$ cat src/rtl/tm_lif_array.sv
// Time-multiplexed leaky integrate-and-fire neuron array: one shared
// integrate/compare datapath visits every neuron in round-robin order.
module tm_lif_array #(
  parameter int NUM_NEURONS    = 8,
  parameter int WIDTH          = 8,
  parameter int LEAK_SHIFT     = 1,
  parameter int REFRAC_SWEEPS  = 2,
  parameter int DEFAULT_THRESH = 127,
  parameter int IDXW           = $clog2(NUM_NEURONS)
) (
  input  logic                   clk,
  input  logic                   rst_n,
  input  logic                   in_valid,
  output logic                   in_ready,
  input  logic [WIDTH-1:0]       in_current,
  output logic [IDXW-1:0]        cur_idx,
  input  logic                   cfg_we,
  input  logic [IDXW-1:0]        cfg_addr,
  input  logic [WIDTH-1:0]       cfg_thresh,
  output logic [NUM_NEURONS-1:0] spike_out,
  output logic                   spike_valid
);
  localparam int RW = 4;
  localparam logic [IDXW-1:0] LAST = IDXW'(NUM_NEURONS - 1);
  localparam logic [IDXW:0]   NCNT = (IDXW+1)'(NUM_NEURONS);

  logic [NUM_NEURONS-1:0][WIDTH-1:0] state, thresh;
  logic [NUM_NEURONS-1:0][RW-1:0]    refrac;
  logic [NUM_NEURONS-1:0]            spike_acc, spike_next;

  logic             xfer, refrac_busy, fire;
  logic [WIDTH-1:0] cur_state, sum_sat;
  logic [WIDTH:0]   sum_raw;

  // Config writes own the cycle; the input stalls while one is in flight.
  assign in_ready = !cfg_we;
  assign xfer     = in_valid && in_ready;

  assign cur_state   = state[cur_idx];
  assign sum_raw     = {1'b0, cur_state >> LEAK_SHIFT} + {1'b0, in_current};
  assign sum_sat     = sum_raw[WIDTH] ? {WIDTH{1'b1}} : sum_raw[WIDTH-1:0];
  assign refrac_busy = refrac[cur_idx] != '0;
  assign fire        = !refrac_busy && (sum_sat >= thresh[cur_idx]);

  // Vector including the bit being computed now, so the final neuron of a
  // sweep lands in spike_out on the same edge.
  always_comb begin
    spike_next          = spike_acc;
    spike_next[cur_idx] = fire;
  end

  always_ff @(posedge clk or negedge rst_n) begin
    if (!rst_n) begin
      state       <= '0;
      refrac      <= '0;
      thresh      <= {NUM_NEURONS{WIDTH'(DEFAULT_THRESH)}};
      cur_idx     <= '0;
      spike_acc   <= '0;
      spike_out   <= '0;
      spike_valid <= 1'b0;
    end else begin
      spike_valid <= 1'b0;
      if (cfg_we && ({1'b0, cfg_addr} < NCNT))
        thresh[cfg_addr] <= cfg_thresh;
      if (xfer) begin
        spike_acc <= spike_next;
        if (refrac_busy) begin
          state[cur_idx]  <= '0;
          refrac[cur_idx] <= refrac[cur_idx] - RW'(1);
        end else if (fire) begin
          state[cur_idx]  <= '0;
          refrac[cur_idx] <= RW'(REFRAC_SWEEPS);
        end else begin
          state[cur_idx]  <= sum_sat;
        end
        if (cur_idx == LAST) begin
          cur_idx     <= '0;
          spike_out   <= spike_next;
          spike_valid <= 1'b1;
        end else begin
          cur_idx <= cur_idx + IDXW'(1);
        end
      end
    end
  end
endmodule

$ cat config.mk
export PLATFORM = sky130hd
export DESIGN_NAME = tm_lif_array
export DESIGN_NICKNAME = d
export VERILOG_FILES = /design/src/rtl/tm_lif_array.sv
export SDC_FILE = /design/constraint.sdc
export NUM_CORES = 1
export LEC_CHECK = 0
export BUFFER_PORTS_ARGS = -buffer_cell sky130_fd_sc_hd__buf_4
export CORE_ASPECT_RATIO = 1.2
export CORE_UTILIZATION = 56
export DETAILED_ROUTE_END_ITERATION = 10
export PLACE_DENSITY = 0.77
export SYNTH_ARGS = -nofsm -noshare
export SYNTH_HDL_FRONTEND = slang
export SYNTH_SLANG_ARGS = --single-unit
$ cat constraint.sdc
create_clock -name clk -period 5.05 [get_ports clk]
set_clock_uncertainty 0.1 [all_clocks]
set_input_delay 1.01 -clock clk [delete_from_list [all_inputs] [get_ports clk]]
set_output_delay 1.01 -clock clk [all_outputs]
set_load 0.02 [all_outputs]
# Yosys cells after proc, flatten, opt, wreduce, memory -nomap -nowiden
# Cells that the tools add are included.
[op_classes]
eq_ne = 1
reduce_logical = 10
bitwise = 5
mux = 26
n_lt_le_gt_ge = 5
addsub = 3
[ops]
columns = ["cell", "count"]
rows = [
  ["$bwmux W64", 2],
  ["$mux W64", 2],
  ["$and A64 B64 Y64", 1],
  ["$mux W32", 2],
  ["$not A64 Y64", 1],
  ["$bmux W8 S3", 2],
  ["$demux W8 S3", 2],
  ["$mux W8", 5],
  ["$bwmux W32", 1],
  ["$and A24 B24 Y24", 1],
  ["$not A24 Y24", 1],
  ["$bmux W4 S3", 1],
  ["$demux W4 S3", 1],
  ["$add A7 B8 Y9", 1],
  ["$bwmux W8", 1],
  ["$ge A8 B8 Y1", 1],
  ["$lt A3 B4 Y1 const B", 2],
  ["$mux W4", 2],
  ["$or A8 B8 Y8", 1],
  ["$ge A3 B1 Y1 const B", 2],
  ["$logic_and A1 B1 Y1", 4],
  ["$reduce_and A2 Y1", 2],
  ["$reduce_bool A4 Y1", 1],
  ["$sub A4 B1 Y4 const B", 1],
  ["other kinds (7)", 10],
]
[word_totals]
elab_cells = 78
regBits = 180
output_inout_bits = 13

# Longest topological paths before layout
# Gate-level depths: netlist of run 1.
[logic_depth]
ltp_word = 8
mapped_depth = 23

# Worst setup path after synthesis of run 1
# Ideal clock, no wire load.
[synth_path]
path_type = "register to register"
start = "register cur_idx[2]"
end = "register state[11] in the netlist's numbering"
setup_time_ns = 0.083
arrival_time_ns = 5.047
path_stages_with_launch = 24
period_less_slack_ns = 5.230
n_path_buf = 5
path_slack_ns = -0.180
required_time_ns = 4.867
path_cell_list = "dfrtp_1 buf_4 buf_2 nor2_1 and2_0 clkbuf_1 a22oi_1 nand4_1 ha_1 fa_1 and2_1 o21ai_0 o21ai_0 a31o_2 clkbuf_1 or2_2 ha_1 a211oi_1 o21ai_0 a211o_1 nor3_2 buf_2 o21ai_1 o21ai_0"
[synth_via]
elab_chain_cells = 8
[synth_lines]
columns = ["element", "line_no", "rtl"]
rows = [
  ["start, declared", "16", "output logic [IDXW-1:0] cur_idx,"],
  ["start signal, assigned", "81", "cur_idx <= cur_idx + IDXW'(1);"],
  ["$bmux W8 S3 (tied with other cells)", "39", "assign cur_state = state[cur_idx];"],
  ["$mux W8 (not written as such) / $logic_and A1 B1 Y1 (equally long branches)", "--", ""],
  ["$add A7 B8 Y9 / $mux W8 (equally long branches)", "--", ""],
  ["$mux W8 / $demux W8 S3 (equally long branches)", "--", ""],
  ["$ge A8 B8 Y1 / $not A64 Y64 (equally long branches)", "--", ""],
  ["$logic_and A1 B1 Y1 / $and A64 B64 Y64 (equally long branches)", "--", ""],
  ["$mux W64", "70", "end else if (fire) begin"],
  ["$mux W64 *", "67", "if (refrac_busy) begin"],
  ["end signal, assigned by index", "74", "state[cur_idx] <= sum_sat;"],
  ["end, declared", "27", "logic [NUM_NEURONS-1:0][WIDTH-1:0] state, thresh;"],
]
# Every way passes the cells marked *; elsewhere a longest branch is shown, timed or not. The select of a mux whose other input is x is not followed.
# A chain may end at the register's enable or synchronous reset.

# Worst setup path after layout of run 1
[layout_path]
start = "register cur_idx[2]"
end = "register state[41] in the netlist's numbering"
# The elaborated chain is that of the path after synthesis.

==> impl_metrics.env, run 1 <==
export IMPL_status="finished, final reports clean"
export IMPL_reg2reg_from="cur_idx[2]"
export IMPL_endpoint="state[41]"
export IMPL_ys_async_sr_fraction_pct=100
export IMPL_crit_fanout=10
export IMPL_startpoint_type="flip-flop"
export IMPL_hold_class="reg -> reg"
export IMPL_crit_chain="buf_4, and3_1, a22oi_1, nand4_1, ha_1, fa_1, and2_1, o21ai_2, o21ai_2, a31o_4, or2_2, ha_1, a211oi_1, nor2_1, a211o_1, nor3_4, buf_6, o21ai_2, o21ai_0"
export IMPL_syn_avg_cell_area_um2=11.0
export IMPL_worstPathRequired_ps=5280
export IMPL_gr_total_overflow=0
export IMPL_final_cell_mix="dfrtp_1, nand2_1, mux2_2"
export IMPL_hold_viol=0
export IMPL_firstDrtPassIters=5
export IMPL_synth_seq_cells=172
export IMPL_synth_cell_area_um2=8350
export IMPL_via_count=6440
export IMPL_power_density_nw_per_um2=630
export IMPL_cts_tree="yes"
export IMPL_max_freq_mhz=208
export IMPL_grt_use_total_pct=30.2
export IMPL_synth_top_area_share_pct=34.8
export IMPL_cts_htree_levels=4
export IMPL_grt_pass1_vias=6553
export IMPL_grt_busiest_layer="met2"
export IMPL_leakagePower_uw=0.00405
export IMPL_grt_pass1_wl_um=35000
export IMPL_endpoint_kind="flip-flop"
export IMPL_grt_max_degree=106
export IMPL_pre_cts_ws_ps=-79.3
export IMPL_cp_depth=19
export IMPL_antenna_violating_nets_post_route=0
export IMPL_num_rows=48
export IMPL_syn2layout_area_growth_pct=14.6
export IMPL_die_y_um=136
export IMPL_tightest_slew_ps=978
export IMPL_path_common_cell="o21ai_2"
export IMPL_cp_slowest_cell="dfrtp_2"
export IMPL_nets=838
export IMPL_yosys_area_top_type="dfrtp_1"
export IMPL_ff2ff_path_depth=19
export IMPL_via_per_inst=6.39
export IMPL_seq_area_frac_synth_pct=52.4
export IMPL_clockBufferDepth=2
export IMPL_rsz0062_at_grt="no"
export IMPL_cp_num_buf_inv=2
export IMPL_synth_area_top_cells="dfrtp_1, dfstp_2, mux2_2, o21ai_0, nand2_1"
export IMPL_reg2reg_to="state[41]"
export IMPL_max_cap_viol_count=0
export IMPL_insertion_delay_ps=440
export IMPL_final_util_pct=66.1
export IMPL_antenna_found_initial=0
export IMPL_globalRouteMet2Util_pct=49.4
export IMPL_synth_cell_type_count=55
export IMPL_wl_per_cell_um=21.9
export IMPL_fp_dieArea_um2=15400
export IMPL_fp_coreArea_um2=14500
export IMPL_cp_top_family="compound AO/OA/AOI/OAI gates"
export IMPL_yosysWarnings=0
export IMPL_synth_edff_count=0
export IMPL_critical_path_max_stage_delay_ps=450
export IMPL_drt_wl_total_um=22000
export IMPL_antenna_cells=0
export IMPL_grt_use_met3_pct=5.41
export IMPL_holdWs_ps=386
export IMPL_drive_above_1_share_pct=32.9
export IMPL_critPathLaunch="cur_idx[2]"
export IMPL_path_class="reg -> reg"
export IMPL_period_needed_ps=4810
export IMPL_initial_core_util_pct=57.7
export IMPL_synthFlopType="dfrtp_1"
export IMPL_path_clk_slew_ps=60
export IMPL_drc_errors=0
export IMPL_met1_usage_pct=39.2
export IMPL_cp_arrival_ps=5040
export IMPL_cts_buffers=17
export IMPL_io_pins=36
export IMPL_irDropWorstVdd_mv=0.358
export IMPL_io_buffers=35
export IMPL_gp_congestion=0.951
export IMPL_ctsHoldBuffers=0
export IMPL_setup_viol_count_final=0
export IMPL_slew_violations=0
export IMPL_r2r_setup_slack_ps=240
export IMPL_syn_inst=757
export IMPL_fillers=1103
export IMPL_slew_headroom_pct=34.8
export IMPL_timing_final_crit_share_pct=95.3
export IMPL_layout_area_seq_um2=4380
export IMPL_fp_dieW_um=113
export IMPL_first_iter_violations=545
export IMPL_syn_num_nets=800
export IMPL_dp_hpwl_um=14300
export IMPL_cts_num_sinks=172
export IMPL_setup_ws_ps=239
export IMPL_cts_root_buffer="clkbuf_16"
export IMPL_multi_input_area_um2=3780
export IMPL_mostFrequentLayoutCell="dfrtp_1"
-- power breakdown --
part | total (uW) | switching (uW) | internal (uW)
logic | 2530 | 1470 | 1050
registers | 2160 | 277 | 1890
clock network | 1350 | 557 | 790
total | 6040 | 2310 | 3730
-- state kept, by name (all words and copies together), names as in the netlist --
| signal | flops |
|---|---|
| refrac | 32 |
| spike_valid | 1 |
| spike_out | 8 |
| thresh | 64 |
| cur_idx | 3 |
| spike_acc | 8 |
| state | 56 |
-- synthesized netlist by cell type (3+ instances only) --
cell       count
mux4_2         5
a21o_1         5
nand4b_1       3
a22o_1         5
o21ai_0       77
inv_1         12
ha_1          19
dfrtp_1      116
or2_2         15
o22ai_1        8
clkbuf_1      33
nand3_1        3
nand4_1        7
and2_1         4
a22oi_1       34
a211oi_1       4
and3_1         6
mux2i_1       17
a21oi_1       28
a2bb2oi_1     24
buf_6          4
o21ai_1        9
nor2_1        17
buf_2          6
dfstp_2       56
mux2_2        67
a221oi_1       8
buf_1          3
nand2_1      102
nor2b_1        5
o2bb2ai_1     16
nand2b_1       5
nor3_2         3
-- layout make-up --
class	instances	share of cell area, %
clock buffers	18	4.59
repair buffers	66	5.29
flip-flops and latches	172	45.7
multi-input cells	525	39.5
inverters	13	0.510
clock inverters	14	1.78
well taps	200	2.61
-- worst min-delay path by stage --
| stage | cells after the start | start | to |
|---|---|---|---|
| 2_1_floorplan | 2 | state[10] | state[10] |
| 3_3_place_gp | 2 | state[18] | state[18] |
| 3_5_place_dp | 2 | state[19] | state[19] |
| 4_1_cts | 2 | state[54] | state[54] |
| 5_1_grt | 1 | refrac[19] | refrac[19] |
| 6_report | 2 | state[5] | state[5] |
-- cells by family (layout without fill, tap and decap cells) --
group                      count (synthesis)  count (layout)  share of synthesized area (%)
AOI/OAI and AO/OA                        230             230                           18.1
and+or+nand+nor                          184             184                           10.6
DFF                                      172             172                           52.4
muxes                                     89              89                           12.4
buffers and inverters                     60             111                           3.19
adders and majority gates                 20              20                           3.09
xor gates and xnor gates                   2               2                          0.210
-- per-stage QoR --
stage | power (uW) | instances | instance area [um2] | TNS [ps]
2_1_floorplan | 3790 | 757 | 8370 | 0
3_3_place_gp | 4400 | 971 | 8850 | 0
3_5_place_dp | 4490 | 971 | 8850 | -815
4_1_cts | 5870 | 1003 | 9470 | -110
5_1_grt | 6350 | 1008 | 9570 | 0
6_report | 6040 | 1008 | 9570 | 0
-- routing by layer --
metal  vias to the layer above  wire (um)  part of all wire, %
met3                        78       1380                  6.3
met5                         -          0                    0
met4                         0        845                  3.8
met1                      3242       8980                   41
li1                       2834          -                    -
met2                       286      10800                   49
-- timing repair --
item,4_1_cts,5_1_grt
cloned,0,2
pin swaps,0,2
setup endpoints to repair,48,104
setup buffers,0,3
resized for setup,3,36
hold endpoints to repair,0,0
-- worst min-delay path: stages, from the launching register on --
cell,delay [ps]
dfrtp_1,340
nand2_1,50
o21ai_0,60
Note: power is estimated with default switching activity, not from simulation.
==> run 2, diff against run 1 <==
CORE_UTILIZATION = 30   (was 56)
PLACE_DENSITY = 0.47   (was 0.77)
==> run 2 against run 1 <==
Net effect:
- setup slack got worse by 11 ps
- sequential power about the same
- clock power about the same
- clock-buffer cell count increased by 1
- combinational power increased by 8%
- first-iteration DRC count decreased by 34%
- flip-flop and latch count unchanged
- wire length increased by 13%
- die area increased by 85%
- critical path depth increased by 3
- core utilization decreased by 29 points
==> impl_metrics.env, run 2 (synthesized netlist as in run 1, its figures left out) <==
export IMPL_power_density_nw_per_um2=625
export IMPL_cts_buffers=17
export IMPL_insertion_delay_ps=450
export IMPL_setup_viol_count_final=0
export IMPL_max_cap_viol_count=0
export IMPL_antenna_cells=0
export IMPL_endpoint="refrac[20]"
export IMPL_final_cell_mix="dfrtp_1, nand2_1, buf_4"
export IMPL_fp_dieW_um=154
export IMPL_critPathLaunch="cur_idx[2]"
export IMPL_gr_total_overflow=0
export IMPL_initial_core_util_pct=30.7
export IMPL_io_pins=36
export IMPL_drc_errors=0
export IMPL_period_needed_ps=4820
export IMPL_p_sw_share_pct=38.0
export IMPL_fin_setup_tns_ps=0
export IMPL_pre_cts_ws_ps=-113
export IMPL_ff2ff_path_depth=22
export IMPL_mostFrequentLayoutCell="dfrtp_1"
export IMPL_irDropWorstVdd_mv=0.309
export IMPL_antenna_found_initial=0
export IMPL_antenna_violating_nets_post_route=0
export IMPL_via_per_inst=5.23
export IMPL_status="finished, final reports clean"
export IMPL_rsz0062_at_grt="no"
export IMPL_path_class="reg -> reg"
export IMPL_top_register="thresh"
export IMPL_cts_num_sinks=172
export IMPL_path_clk_slew_ps=70
export IMPL_dp_hpwl_um=16900
export IMPL_firstDrtPassIters=5
export IMPL_seq_power_share_pct=34.6
export IMPL_leakagePower_uw=0.00423
export IMPL_via_count=6187
export IMPL_io_buffers=35
export IMPL_syn2layout_area_growth_pct=20.0
export IMPL_fp_dieArea_um2=28500
export IMPL_max_freq_mhz=207
export IMPL_wl_per_cell_um=21.0
export IMPL_die_y_um=185
export IMPL_startpoint_type="flip-flop"
export IMPL_first_iter_violations=360
export IMPL_power_frac_comb_pct=43.4
export IMPL_intPower_uw=3880
export IMPL_nets=872
export IMPL_worstPathRequired_ps=5310
export IMPL_drive_above_1_share_pct=35.3
export IMPL_switching_power_uw=2380
export IMPL_endpoint_kind="flip-flop"
export IMPL_cts_tree="yes"
export IMPL_hold_viol=0
export IMPL_clockBufferDepth=2
export IMPL_gp_congestion=0.789
export IMPL_slew_headroom_pct=37.1
export IMPL_reg2reg_from="cur_idx[2]"
export IMPL_largest_register_ffs=64
export IMPL_drt_wl_total_um=24800
export IMPL_clock_power_share_pct=22.0
export IMPL_cts_root_buffer="clkbuf_16"
export IMPL_r2r_setup_slack_ps=230
export IMPL_fp_coreArea_um2=27300
export IMPL_grt_use_total_pct=18.3
export IMPL_cts_htree_levels=4
export IMPL_ctsHoldBuffers=0
export IMPL_cp_arrival_ps=5080
export IMPL_tightest_slew_ps=939
export IMPL_timing_final_crit_share_pct=95.5
export IMPL_num_rows=66
export IMPL_largestRegisters="thresh x64, state x56, refrac x32"
export IMPL_slew_violations=0
export IMPL_crit_fanout=11
export IMPL_grt_pass1_wl_um=38400
export IMPL_hold_class="reg -> reg"
export IMPL_grt_max_degree=117
export IMPL_grt_pass1_vias=6200
export IMPL_setup_ws_ps=228
export IMPL_reg2reg_to="refrac[20]"
[run 2: cell types whose count changed in the layout (fill, tap and decap cells not counted), moves of 2 or more]
cell,previous run,this run
o21ai_0,59,56
inv_6,1,3
nor2_1,15,17
nor2_2,3,1
buf_4,63,94
buf_12,0,2
o21ai_1,21,25
clkinvlp_4,6,3
[run 2: metal layers]
layer	GRT usage [%]	share of wire, %
met1	24.0	47
met2	30.8	49
met3	2.41	2.5
met4	6.81	1.8
met5	0	0
[run 2: area by class of cell]
| type | count | area (um2) |
|---|---|---|
| timing repair buffer | 100 | 798 |
| multi-input combinational | 525 | 3760 |
| inverter | 13 | 48.8 |
| tap | 340 | 425 |
| clock inverter | 13 | 165 |
| fill | 2712 | 17200 |
| clock buffer | 19 | 443 |
| sequential | 172 | 4380 |
[run 2: worst min-delay path by stage]
stage                      start           end  cells after the start
floorplan              state[10]     state[10]                      2
global placement       state[63]     state[63]                      2
detailed placement     state[62]     state[62]                      2
CTS                    state[62]     state[62]                      2
global route           state[50]     state[50]                      2
finish              spike_acc[7]  spike_acc[7]                      2
[run 2: per-stage QoR]
stage                     cells  total power (uW)  utilization [%]  hold slack (ps)  instance area, um2
after floorplan             757              3790                -              349                8370
after global routing       1182              6680             36.8              407               10000
after global placement     1145              4760             34.1              361                9310
after CTS                  1177              6170             36.4              386                9920
after detailed placement   1145              4760             34.1              371                9310
final                      1182              6260             36.8              384               10000
[run 2: critical path, stage by stage (launching register included)]
cell and delay [ps]:
dfrtp_2 410, clkbuf_2 170, nor2_1 60, and2_0 180, a22oi_1 190, nand4_1 150
ha_2 210, fa_1 380, and2_1 200, o21ai_2 120, o21ai_1 100, a31o_2 290
or2_2 310, ha_1 320, a211oi_2 180, o21ai_1 110, buf_4 140, a211o_1 280
nor3_4 260, buf_6 150, clkbuf_16 150, or2_2 150, o2bb2ai_1 120
[run 2: timing repair]
| action | 4_1_cts | 5_1_grt |
|---|---|---|
| endpoints found under the setup margin | 5 | 96 |
| pin swaps | 0 | 2 |
| gates cloned | 0 | 1 |
| setup buffers | 0 | 4 |
| resized for setup | 1 | 33 |
[run 2: power groups by stage]
stage          Clock (uW)  Combinational [uW]  Sequential (uW)
4_1_cts              1410                2600             2170
5_1_grt              1460                3010             2220
6_report             1380                2720             2160
2_1_floorplan           0                1670             2120
3_3_place_gp            0                2570             2190
3_5_place_dp            0                2580             2180
